File: config.mk
export PLATFORM = sky130hd
export DESIGN_NAME = life_grid
export DESIGN_NICKNAME = d
export VERILOG_FILES = /design/src/rtl/life_grid.sv
export SDC_FILE = /design/constraint.sdc
export NUM_CORES = 1
export LEC_CHECK = 0
export CORE_ASPECT_RATIO = 1.25
export CORE_MARGIN = 5
export CORE_UTILIZATION = 52
export CTS_CLUSTER_SIZE = 12
export DETAILED_ROUTE_END_ITERATION = 6
export GPL_TIMING_DRIVEN = 0
export PLACE_DENSITY = 0.89
export REMOVE_ABC_BUFFERS = 1
export SYNTH_ARGS = -nofsm -noshare
export SYNTH_HDL_FRONTEND = slang
export SYNTH_SLANG_ARGS = --single-unit
File: constraint.sdc
create_clock -name clk -period 6.7 [get_ports clk]
set_clock_uncertainty 0.2 [all_clocks]
set_input_delay 1.005 -clock clk [delete_from_list [all_inputs] [get_ports clk]]
set_output_delay 1.005 -clock clk [all_outputs]
set_load 0.02 [all_outputs]
File: src/rtl/life_grid.sv
// life_grid: ROWS x COLS Life-like cellular automaton.
// Programmable birth/survive rule, toroidal or dead-edge boundary, and a
// row-serial engine: one row of the next grid is computed per CALC cycle
// into a shadow buffer, then the whole buffer is committed in one edge.
module life_grid #(
   parameter int ROWS  = 8,
   parameter int COLS  = 8,
   parameter int WRAP  = 1,
   parameter int GEN_W = 16
) (
   input  logic                               clk,
   input  logic                               rst,
   input  logic [8:0]                         birth_mask,
   input  logic [8:0]                         survive_mask,
   input  logic                               load,
   input  logic [ROWS*COLS-1:0]               load_data,
   input  logic                               step,
   input  logic                               run,
   output logic [ROWS*COLS-1:0]               cells,
   output logic                               busy,
   output logic                               done,
   output logic [GEN_W-1:0]                   generation,
   output logic [$clog2(ROWS*COLS+1)-1:0]     population,
   output logic                               stable,
   output logic                               extinct
);

   localparam int N  = ROWS * COLS;
   localparam int PW = $clog2(N + 1);
   localparam int RW = (ROWS > 1) ? $clog2(ROWS) : 1;

   typedef enum logic [1:0] {IDLE, CALC, COMMIT} state_t;

   state_t            state_q, state_d;
   logic [RW-1:0]     row_q, row_d;
   logic [N-1:0]      cells_q, cells_d;
   logic [N-1:0]      buf_q, buf_d;
   logic [GEN_W-1:0]  gen_q, gen_d;
   logic [PW-1:0]     pop_q, pop_d;
   logic              stable_q, stable_d;
   logic              busy_q, busy_d;
   logic              done_q, done_d;
   logic [COLS-1:0]   row_next;

   // Number of live cells in a grid image.
   function automatic logic [PW-1:0] popcount(input logic [N-1:0] g);
      logic [PW-1:0] s;
      logic [N-1:0]  t;
      s = '0;
      t = g;
      for (int i = 0; i < N; i++) begin
         s = s + PW'(t[0]);
         t = t >> 1;
      end
      return s;
   endfunction

   // Cell state at (r, c); coordinates may lie one step outside the grid.
   // Out-of-grid coordinates wrap when WRAP is set, otherwise read as dead.
   function automatic logic cell_at(input logic [N-1:0] g, input int r, input int c);
      int           rr;
      int           cc;
      logic [N-1:0] t;
      rr = r;
      cc = c;
      if (WRAP != 0) begin
         rr = (r + ROWS) % ROWS;
         cc = (c + COLS) % COLS;
      end else if (r < 0 || r >= ROWS || c < 0 || c >= COLS) begin
         return 1'b0;
      end
      t = g >> (rr * COLS + cc);
      return t[0];
   endfunction

   // Next-generation values of the row currently addressed by row_q.
   always_comb begin : calc_row
      int         r;
      logic [3:0] n;
      logic       self;
      r        = int'(row_q);
      n        = '0;
      self     = 1'b0;
      row_next = '0;
      for (int c = 0; c < COLS; c++) begin
         n = '0;
         for (int dr = -1; dr <= 1; dr++) begin
            for (int dc = -1; dc <= 1; dc++) begin
               if (dr != 0 || dc != 0) begin
                  n = n + {3'b000, cell_at(cells_q, r + dr, c + dc)};
               end
            end
         end
         self     = cell_at(cells_q, r, c);
         // Shift in from the top so that column 0 ends up in bit 0.
         row_next = {(self ? survive_mask[n] : birth_mask[n]), row_next[COLS-1:1]};
      end
   end

   // Control FSM and next-state of all registered outputs; load wins in any state.
   always_comb begin : fsm_next
      logic [N-1:0] row_mask;
      int           sh;
      state_d  = state_q;
      row_d    = row_q;
      cells_d  = cells_q;
      buf_d    = buf_q;
      gen_d    = gen_q;
      pop_d    = pop_q;
      stable_d = stable_q;
      busy_d   = busy_q;
      done_d   = 1'b0;
      sh       = int'(row_q) * COLS;
      row_mask = {{(N-COLS){1'b0}}, {COLS{1'b1}}} << sh;
      case (state_q)
         IDLE: begin
            if (step || run) begin
               state_d = CALC;
               row_d   = '0;
               busy_d  = 1'b1;
            end
         end
         CALC: begin
            buf_d = (buf_q & ~row_mask) | ({{(N-COLS){1'b0}}, row_next} << sh);
            if (row_q == RW'(ROWS - 1)) begin
               state_d = COMMIT;
            end else begin
               row_d = row_q + 1'b1;
            end
         end
         COMMIT: begin
            cells_d  = buf_q;
            stable_d = (buf_q == cells_q);
            pop_d    = popcount(buf_q);
            gen_d    = (gen_q == '1) ? gen_q : gen_q + 1'b1;
            done_d   = 1'b1;
            busy_d   = 1'b0;
            state_d  = IDLE;
         end
         default: begin
            state_d = IDLE;
            busy_d  = 1'b0;
         end
      endcase
      if (load) begin
         cells_d  = load_data;
         gen_d    = '0;
         pop_d    = popcount(load_data);
         stable_d = 1'b0;
         busy_d   = 1'b0;
         done_d   = 1'b0;
         state_d  = IDLE;
      end
   end

   // State registers with synchronous active-low reset.
   always_ff @(posedge clk) begin
      if (!rst) begin
         state_q  <= IDLE;
         row_q    <= '0;
         cells_q  <= '0;
         buf_q    <= '0;
         gen_q    <= '0;
         pop_q    <= '0;
         stable_q <= 1'b0;
         busy_q   <= 1'b0;
         done_q   <= 1'b0;
      end else begin
         state_q  <= state_d;
         row_q    <= row_d;
         cells_q  <= cells_d;
         buf_q    <= buf_d;
         gen_q    <= gen_d;
         pop_q    <= pop_d;
         stable_q <= stable_d;
         busy_q   <= busy_d;
         done_q   <= done_d;
      end
   end

   assign cells      = cells_q;
   assign busy       = busy_q;
   assign done       = done_q;
   assign generation = gen_q;
   assign population = pop_q;
   assign stable     = stable_q;
   assign extinct    = (pop_q == '0);

endmodule

# Word level (Yosys, flattened, before mapping)
# Index checks and enable logic that the tools add are counted.
# W data, S select, Z words.
word_totals:
  wordCells: 336
  out_inout_bits: 91
  regBits: 159
  input_bits: 87
op_classes:
  shift: 26
  n_bitwise: 9
  eq_ne: 8
  mux: 53
  n_reduce_logical: 13
  n_addsub: 210
  order_cmp: 8
ops:
  columns: ["cell", "n"]
  rows:
  - ["$shr A64 B32 Y1", 24]
  - ["$add A7 B1 Y7", 114]
  - ["$add A4 B1 Y4", 32]
  - ["$mux W64", 2]
  - ["$add A7 B4 Y8 const B", 12]
  - ["$and A64 B64 Y64", 1]
  - ["$bmux W1 S4", 16]
  - ["$eq A64 B64 Y1", 1]
  - ["$not A64 Y64", 1]
  - ["$or A64 B64 Y64", 1]
  - ["$shl A8 B6 Y64", 1]
  - ["$shl A8 B6 Y64 const A", 1]
  - ["$add A7 B3 Y8 const B", 6]
  - ["$add A3 B1 Y4", 10]
  - ["$lt A4 B5 Y1 const B", 8]
  - ["$add A2 B1 Y3", 10]
  - ["$mux W1", 26]
  - ["$add A7 B2 Y8 const B", 3]
  - ["$add A1 B1 Y2", 10]
  - ["$add A16 B1 Y16 const B", 1]
  - ["$eq A16 B16 Y1 const B", 1]
  - ["$add A6 B1 Y7", 2]
  - ["$mux W7", 2]
  - ["$add A3 B1 Y3 const B", 4]
  - ["other kinds (24)", 38]

# Longest topological paths before layout
# Gate-level depths: netlist (run 1).
depth:
  ltp_word: 65
  depth_mapped: 29
  ltp_nobuf: 23

# Worst setup path before layout (run 1)
# Ideal clock, no wire load.
synth_path:
  kind: "flip-flop to flip-flop"
  start: "reg row_q[0]"
  end: "reg buf_q[13]"
  n_path_buf: 7
  setup_slack_ps: -453
  synth_period_minus_slack_ps: 7153
  stages_incl_launch_ff: 28
  setup_time_ps: 117
  arrival_time_ps: 6836
  required_time_ps: 6383
  path_cell_list: "dfxtp_1 buf_4 buf_4 buf_2 buf_2 inv_1 ha_1 ha_1 clkbuf_1 clkbuf_1 clkbuf_1 nor2_1 a21oi_1 o21ai_0 nand2_1 inv_1 fa_1 inv_1 fa_1 fa_1 inv_1 ha_1 inv_1 fa_1 mux4_1 mux2_2 mux4_2 a22o_2"
synth_via:
  elab_chain_cells: 18
  word_cells_on_any_way: 46
  cone_classes: "add/sub (21); shift (11); mux (5); bitwise (6); reduce/logical (3)"
synth_lines:
  columns: ["item", "line", "rtl"]
  rows:
  - ["from (decl)", "35", "logic [RW-1:0] row_q, row_d;"]
  - ["from (signal assigned)", "170", "row_q <= row_d;"]
  - ["$add A4 B1 Y5", "90", "n = n + {3'b000, cell_at(cells_q, r + dr, c + dc)};"]
  - ["$add A5 B5 Y6", "67", "rr = (r + ROWS) % ROWS;"]
  - ["$reduce_or A3 Y1 (no line)", null, null]
  - ["$and A1 B1 Y1 (no line)", null, null]
  - ["$add A7 B4 Y8", "72", "t = g >> (rr * COLS + cc);"]
  - ["$shr A64 B32 Y1", "72", null]
  - ["$add A1 B1 Y2", "90", null]
  - ["$add A2 B1 Y3", "90", null]
  - ["$add A3 B1 Y4", "90", null]
  - ["$add A4 B1 Y4 (4 in a row)", "90", null]
  - ["$bmux W1 S4", "96", "row_next = {(self ? survive_mask[n] : birth_mask[n]), row_next[COLS-1:1]};"]
  - ["$mux W1 (implied by the code)", "96", null]
  - ["$mux W1", "96", null]
  - ["$shl A8 B6 Y64", "124", "buf_d = (buf_q & ~row_mask) | ({{(N-COLS){1'b0}}, row_next} << sh);"]
  - ["$or A64 B64 Y64 *", "124", null]
  - ["to (signal assigned)", "172", "buf_q <= buf_d;"]
  - ["to (decl)", "37", "logic [N-1:0] buf_q, buf_d;"]
# Mark *: on every way between the ends. The rest lies on a longest branch, timed or not. The select of a mux whose other input is x is not followed.
# A chain may end at the register's enable or synchronous reset.

# Final worst setup path (run 1)
layout_path:
  start: "in load_data[11]"
  end: "reg pop_q[6] (netlist: population[6])"
layout_via:
  elab_chain_cells: 54
layout_lines:
  columns: ["item", "line", "rtl"]
  rows:
  - ["from (decl)", "16", "input logic [ROWS*COLS-1:0] load_data,"]
  - ["$add A7 B1 Y7 (53 in a row)", "52", "s = s + PW'(t[0]);"]
  - ["$mux W7", "145", "if (load) begin"]
  - ["to (signal assigned)", "174", "pop_q <= pop_d;"]
  - ["to (decl)", "39", "logic [PW-1:0] pop_q, pop_d;"]
# Every way passes these cells.

==> metrics.txt, run 1 <==
nets@finish 2026; CP Capture Type register; commonest cells after routing, fill and taps aside inv_1 (246), nand2_1 (199), a21oi_1 (142), clkdlybuf4s50_1 (142), dfxtp_1 (138); share of layout cells above drive strength 1 14.49%; top cell type's share of synthesized area 21.64%; Worst Min Path Start buf_q[25]; Slew Viols, Final 0; CTS tree done; Syn Inst Count 1588; Setup-failing EPs final 0; Mapped Avg Cell Area 9.263 um2; vias in the first global route 13622; worst skew pair latency 440 ps; initial antenna violation count 1; Antenna diodes 0; Final min period 6660 ps; warnings from Yosys 0; crit start category primary input; CTS root buf clkbuf_16; global-route wire length before repair 77600 um; row count 68; pin count of the biggest net entering global routing 75; Worst setup startpoint load_data[11]; actual slew at the worst max-slew pin 1324 ps; initial drt markers 1952; Synth Flop Type dfxtp_1; GR Util All Layers 31.84%; GRT Residual Overflow 0; Ports 178; die height 198.0 um; WS Path Type primary input to register; leading area contributor after synthesis dfxtp_1; Final ANT Viol Nets 0; die area 31770 um2; TritonCTS buffer count 17; fin worst setup slack 39.54 ps; worst hold path type register to register; CTS H-Tree Depth 4; Mapped Area 14710 um2; final instance area 17550 um2; I/O Buffers 177; distinct cell type count after synthesis 59; pwr dens 448.7 nW/um2; DP Area 16700 um2; CTS Sinks 159; Via Count 13222; gpl congestion 1.064; Max-slew headroom 10.95%; final core occ 63.27%; Leak 7.407 nW; Initial Util 53.04%; Hold Vio Cnt, Final 0; status complete, but fails checks; vias per inst 6.308; Die X 160.4 um; Post-synth EDFFs 0; Max Root-Sink Buffers 2; leading cell type in the layout, fill and taps excluded inv_1; Critical Path RT 6890 ps; fillcell total 2197; top post-synthesis cells by area dfxtp_1 (22%), fa_1 (19%), mux4_2 (9.2%); Min Hold Slack 290.0 ps; RSZ-0062 raised after global routing true; reg2reg start buf_q[53]; multi-input logic area 10370 um2; clk slew on worst S/H paths 70 ps; violated checks design-rule violations; register area 3217 um2; Total Wirelength 51320 um; Core Box Area 27740 um2; synth-to-layout area growth 19.30%; arrival time at the worst endpoint 6850 ps; worst slack, placed -1308 ps; final period utilization 99.41%; Peak VDD IR 2.520 mV; drt wl/cell 24.48 um; drt drc 1; share of the yosys chip area belonging to registers 21.64%; CP max FO 2; fmax 150.1 MHz; maxcap violations 0; hold_buf cts 0; asr flop ratio synth 0%; DRT Pass-1 Iters 7; Yosys reg bits 159; Detail Placement HPWL 39620 um
-- metrics by stage --
stage                     power, mW  std cells  setup TNS [ps]
after CTS                     7.378       2083          -483.4
after floorplan               4.160       1513          -62960
final                         7.874       2096               0
after global routing          8.291       2096          -285.1
after detailed placement      5.695       2044          -66560
after global placement        5.502       2040         -135190
-- report_power, final --
part	internal [mW]	total (mW)	leakage (nW)	switching [mW]
Combinational	2.61	5.83	5.84	3.22
Clock	0.515	0.955	0.260	0.440
Sequential	1.00	1.09	1.31	0.0901
-- synthesized netlist by cell type, types with 6 or more instances --
cell type  count
and2_1         9
mux2_2        21
dfxtp_1      159
inv_1        263
o21ai_0       31
a22o_1        46
and4bb_2       6
xnor2_1       35
nand4_1       12
a21oi_1      147
nand2_1      199
ha_1          65
nor2b_1       72
nand3_1       14
nor3_1         7
fa_1         140
o2bb2ai_1      6
mux4_2        60
nor2_1        47
mux2i_1       27
buf_2          7
a22o_2        11
xor2_1        36
clkbuf_1      56
nor4_1        13
a21o_1        11
mux4_1        12
buf_1          7
-- worst max-delay path: stages --
cell,delay (ps)
dlygate4sd2_1,210
inv_1,60
fa_1,590
fa_1,460
fa_1,590
fa_2,480
fa_2,600
fa_2,460
fa_2,550
fa_2,440
inv_2,70
ha_4,130
inv_2,30
fa_2,340
nor2b_2,130
o21a_1,170
o21ai_2,80
a21oi_2,230
o221a_2,220
-- area by class of cell --
| class | count | area share, % |
|---|---|---|
| inverters | 265 | 5.711 |
| clock buffers | 17 | 2.424 |
| multi-input cells | 1089 | 59.07 |
| clock inverters | 14 | 0.7771 |
| flip-flops and latches | 159 | 18.33 |
| well taps | 350 | 2.495 |
| repair buffers | 202 | 11.19 |
-- worst paths after layout --
path	to	slack, ps	depth (start not counted)
hold reg to reg	buf_q[25]	290	2
setup / recovery	population[6]	40	19
setup reg to reg	population[6]	50	20
hold / removal	buf_q[25]	290	2
-- state kept, by name, summed over array words and instances (netlist names) --
name	cells
state_q	2
buf_q	64
stable	1
cells	64
row_q	3
done	1
generation	16
population	7
busy	1
-- per-layer routing --
metal / vias up / global-route usage, % / part of all wire (%)
met3: 292 / 7.412 / 11
met5: - / 0 / 0
li1: 5598 / - / -
met2: 992 / 52.38 / 47
met1: 6340 / 36.60 / 33
met4: 0 / 22.86 / 8.7
-- cells by family after synthesis --
kind of cell | synth area share (%)
XOR/XNOR | 4.227
multiplexers | 14.77
adder cells (fa/ha/maj) | 24.58
buffers and inverters | 8.939
AO/OA/AOI/OAI | 13.01
flip-flops | 21.64
AND/OR/NAND/NOR | 12.83
-- what timing repair did --
action                                  CTS  global route
resized for setup                        96            61
cloned                                    0             0
pin swaps                                45            40
endpoints found under the setup margin   70            65
buffers inserted                          8            13
Note: power is estimated with default switching activity, not from simulation.
==> run 2: changes to the inputs <==
--- a/config.mk
+++ b/config.mk
@@ -5,7 +5,7 @@
 export SDC_FILE = /design/constraint.sdc
 export NUM_CORES = 1
 export LEC_CHECK = 0
-export CORE_ASPECT_RATIO = 1.25
+export CORE_ASPECT_RATIO = 1.5
 export CORE_MARGIN = 5
 export CORE_UTILIZATION = 52
 export CTS_CLUSTER_SIZE = 12
==> metrics.txt, run 2 (synthesized netlist as in run 1, its figures left out) <==
fmax 149.3 MHz; pin count of the biggest net entering global routing 103; Total Wirelength 54220 um; I/O Buffers 177; drt wl/cell 25.75 um; Detail Placement HPWL 40970 um; worst hold path type register to register; Final ANT Viol Nets 0; commonest cells after routing, fill and taps aside inv_1 (243), nand2_1 (199), dfxtp_1 (148); Peak VDD IR 2.331 mV; status complete, no violations; GRT Residual Overflow 0; CTS root buf clkbuf_16; Max-slew headroom 3.338%; Leak 7.471 nW; pwr dens 415.6 nW/um2; CP Capture Type register; Die X 147.3 um; nets@finish 2038; Setup-failing EPs final 0; DRT Pass-1 Iters 6; final period utilization 100.0%; initial drt markers 1538; Initial Util 52.60%; initial antenna violation count 2; Hold Vio Cnt, Final 0; Worst setup startpoint load_data[29]; worst slack, placed -1416 ps; leading cell type in the layout, fill and taps excluded inv_1; fillcell total 2186; vias in the first global route 13829; crit start category primary input; row count 75; actual slew at the worst max-slew pin 1439 ps; CP max FO 2; Final min period 6700 ps; CTS tree done; Max Root-Sink Buffers 2; Slew Viols, Final 0; fin worst setup slack 0.1936 ps; arrival time at the worst endpoint 6790 ps; RSZ-0062 raised after global routing true; Core Box Area 27960 um2; synth-to-layout area growth 19.97%; Via Count 13531; Ports 178; Critical Path RT 6790 ps; CTS Sinks 159; drt drc 0; share of layout cells above drive strength 1 14.72%; die height 216.0 um; final instance area 17650 um2; hold_buf cts 0; global-route wire length before repair 81300 um; Pwr Total 7.335 mW; worst skew pair latency 470 ps; TritonCTS buffer count 17; CTS H-Tree Depth 4; die area 31820 um2; vias per inst 6.425; WS Path Type primary input to register; Min Hold Slack 287.7 ps; DP Area 16700 um2; Worst Min Path Start buf_q[9]; gpl congestion 1.012; reg2reg start buf_q[51]; maxcap violations 0; GR Util All Layers 33.73%; clk slew on worst S/H paths 70 ps
run 2: layout make-up:
cell class	count	area (um2)	share of cell area, %
clock buffer	17	425.4	2.410
antenna	1	2.502	0.01418
tap	346	432.9	2.453
clock inverter	15	147.6	0.8366
multi-input combinational	1089	10380	58.79
sequential	159	3207	18.17
timing repair buffer	214	2056	11.65
inverter	265	1002	5.679
run 2: power by group:
part / total (mW) / internal [mW] / switching (mW)
clock network: 0.993 / 0.523 / 0.470
logic: 5.25 / 2.51 / 2.74
registers: 1.09 / 1.00 / 0.0948
total: 7.34 / 4.04 / 3.30
run 2: worst max-delay path, stage by stage:
cell and delay (ps):
dlygate4sd2_1 280, fa_1 630, inv_1 80, fa_2 530, fa_2 470, fa_1 430, inv_2 80, fa_1 420
fa_1 500, inv_1 50, fa_1 460, fa_1 600, inv_1 60, ha_1 300, a21o_1 170, a21oi_2 150
o21bai_1 110, a21oi_2 190, xnor2_2 160, o22ai_1 120
run 2: final timing paths:
check / endpoint / slack [ps] / cells after the start
worst max-delay path: population[5] / 0.2 / 20
worst min register to register: buf_q[9] / 290 / 2
worst min-delay path: buf_q[9] / 290 / 2
worst max register to register: population[6] / 80 / 20
run 2: per-layer routing:
| layer | track usage [%] | wire length (um) |
|---|---|---|
| met1 | 37.31 | 17480 |
| met4 | 28.61 | 6355 |
| met3 | 8.183 | 5536 |
| met5 | 0 | 17 |
| met2 | 54.29 | 24840 |
run 2: through the flow:
stage               std cells  setup TNS, ps  util [%]
floorplan                1513         -62960         -
global placement         2036        -142870     59.34
detailed placement       2040         -73930     59.71
CTS                      2082              0     62.32
global route             2105         -382.5     63.10
finish                   2106              0     63.11
run 2: timing repair:
item,in CTS,in global routing
buffers inserted,10,23
setup endpoints to repair,70,60
resized for setup,98,49
pin swaps,38,32
cloned,0,0
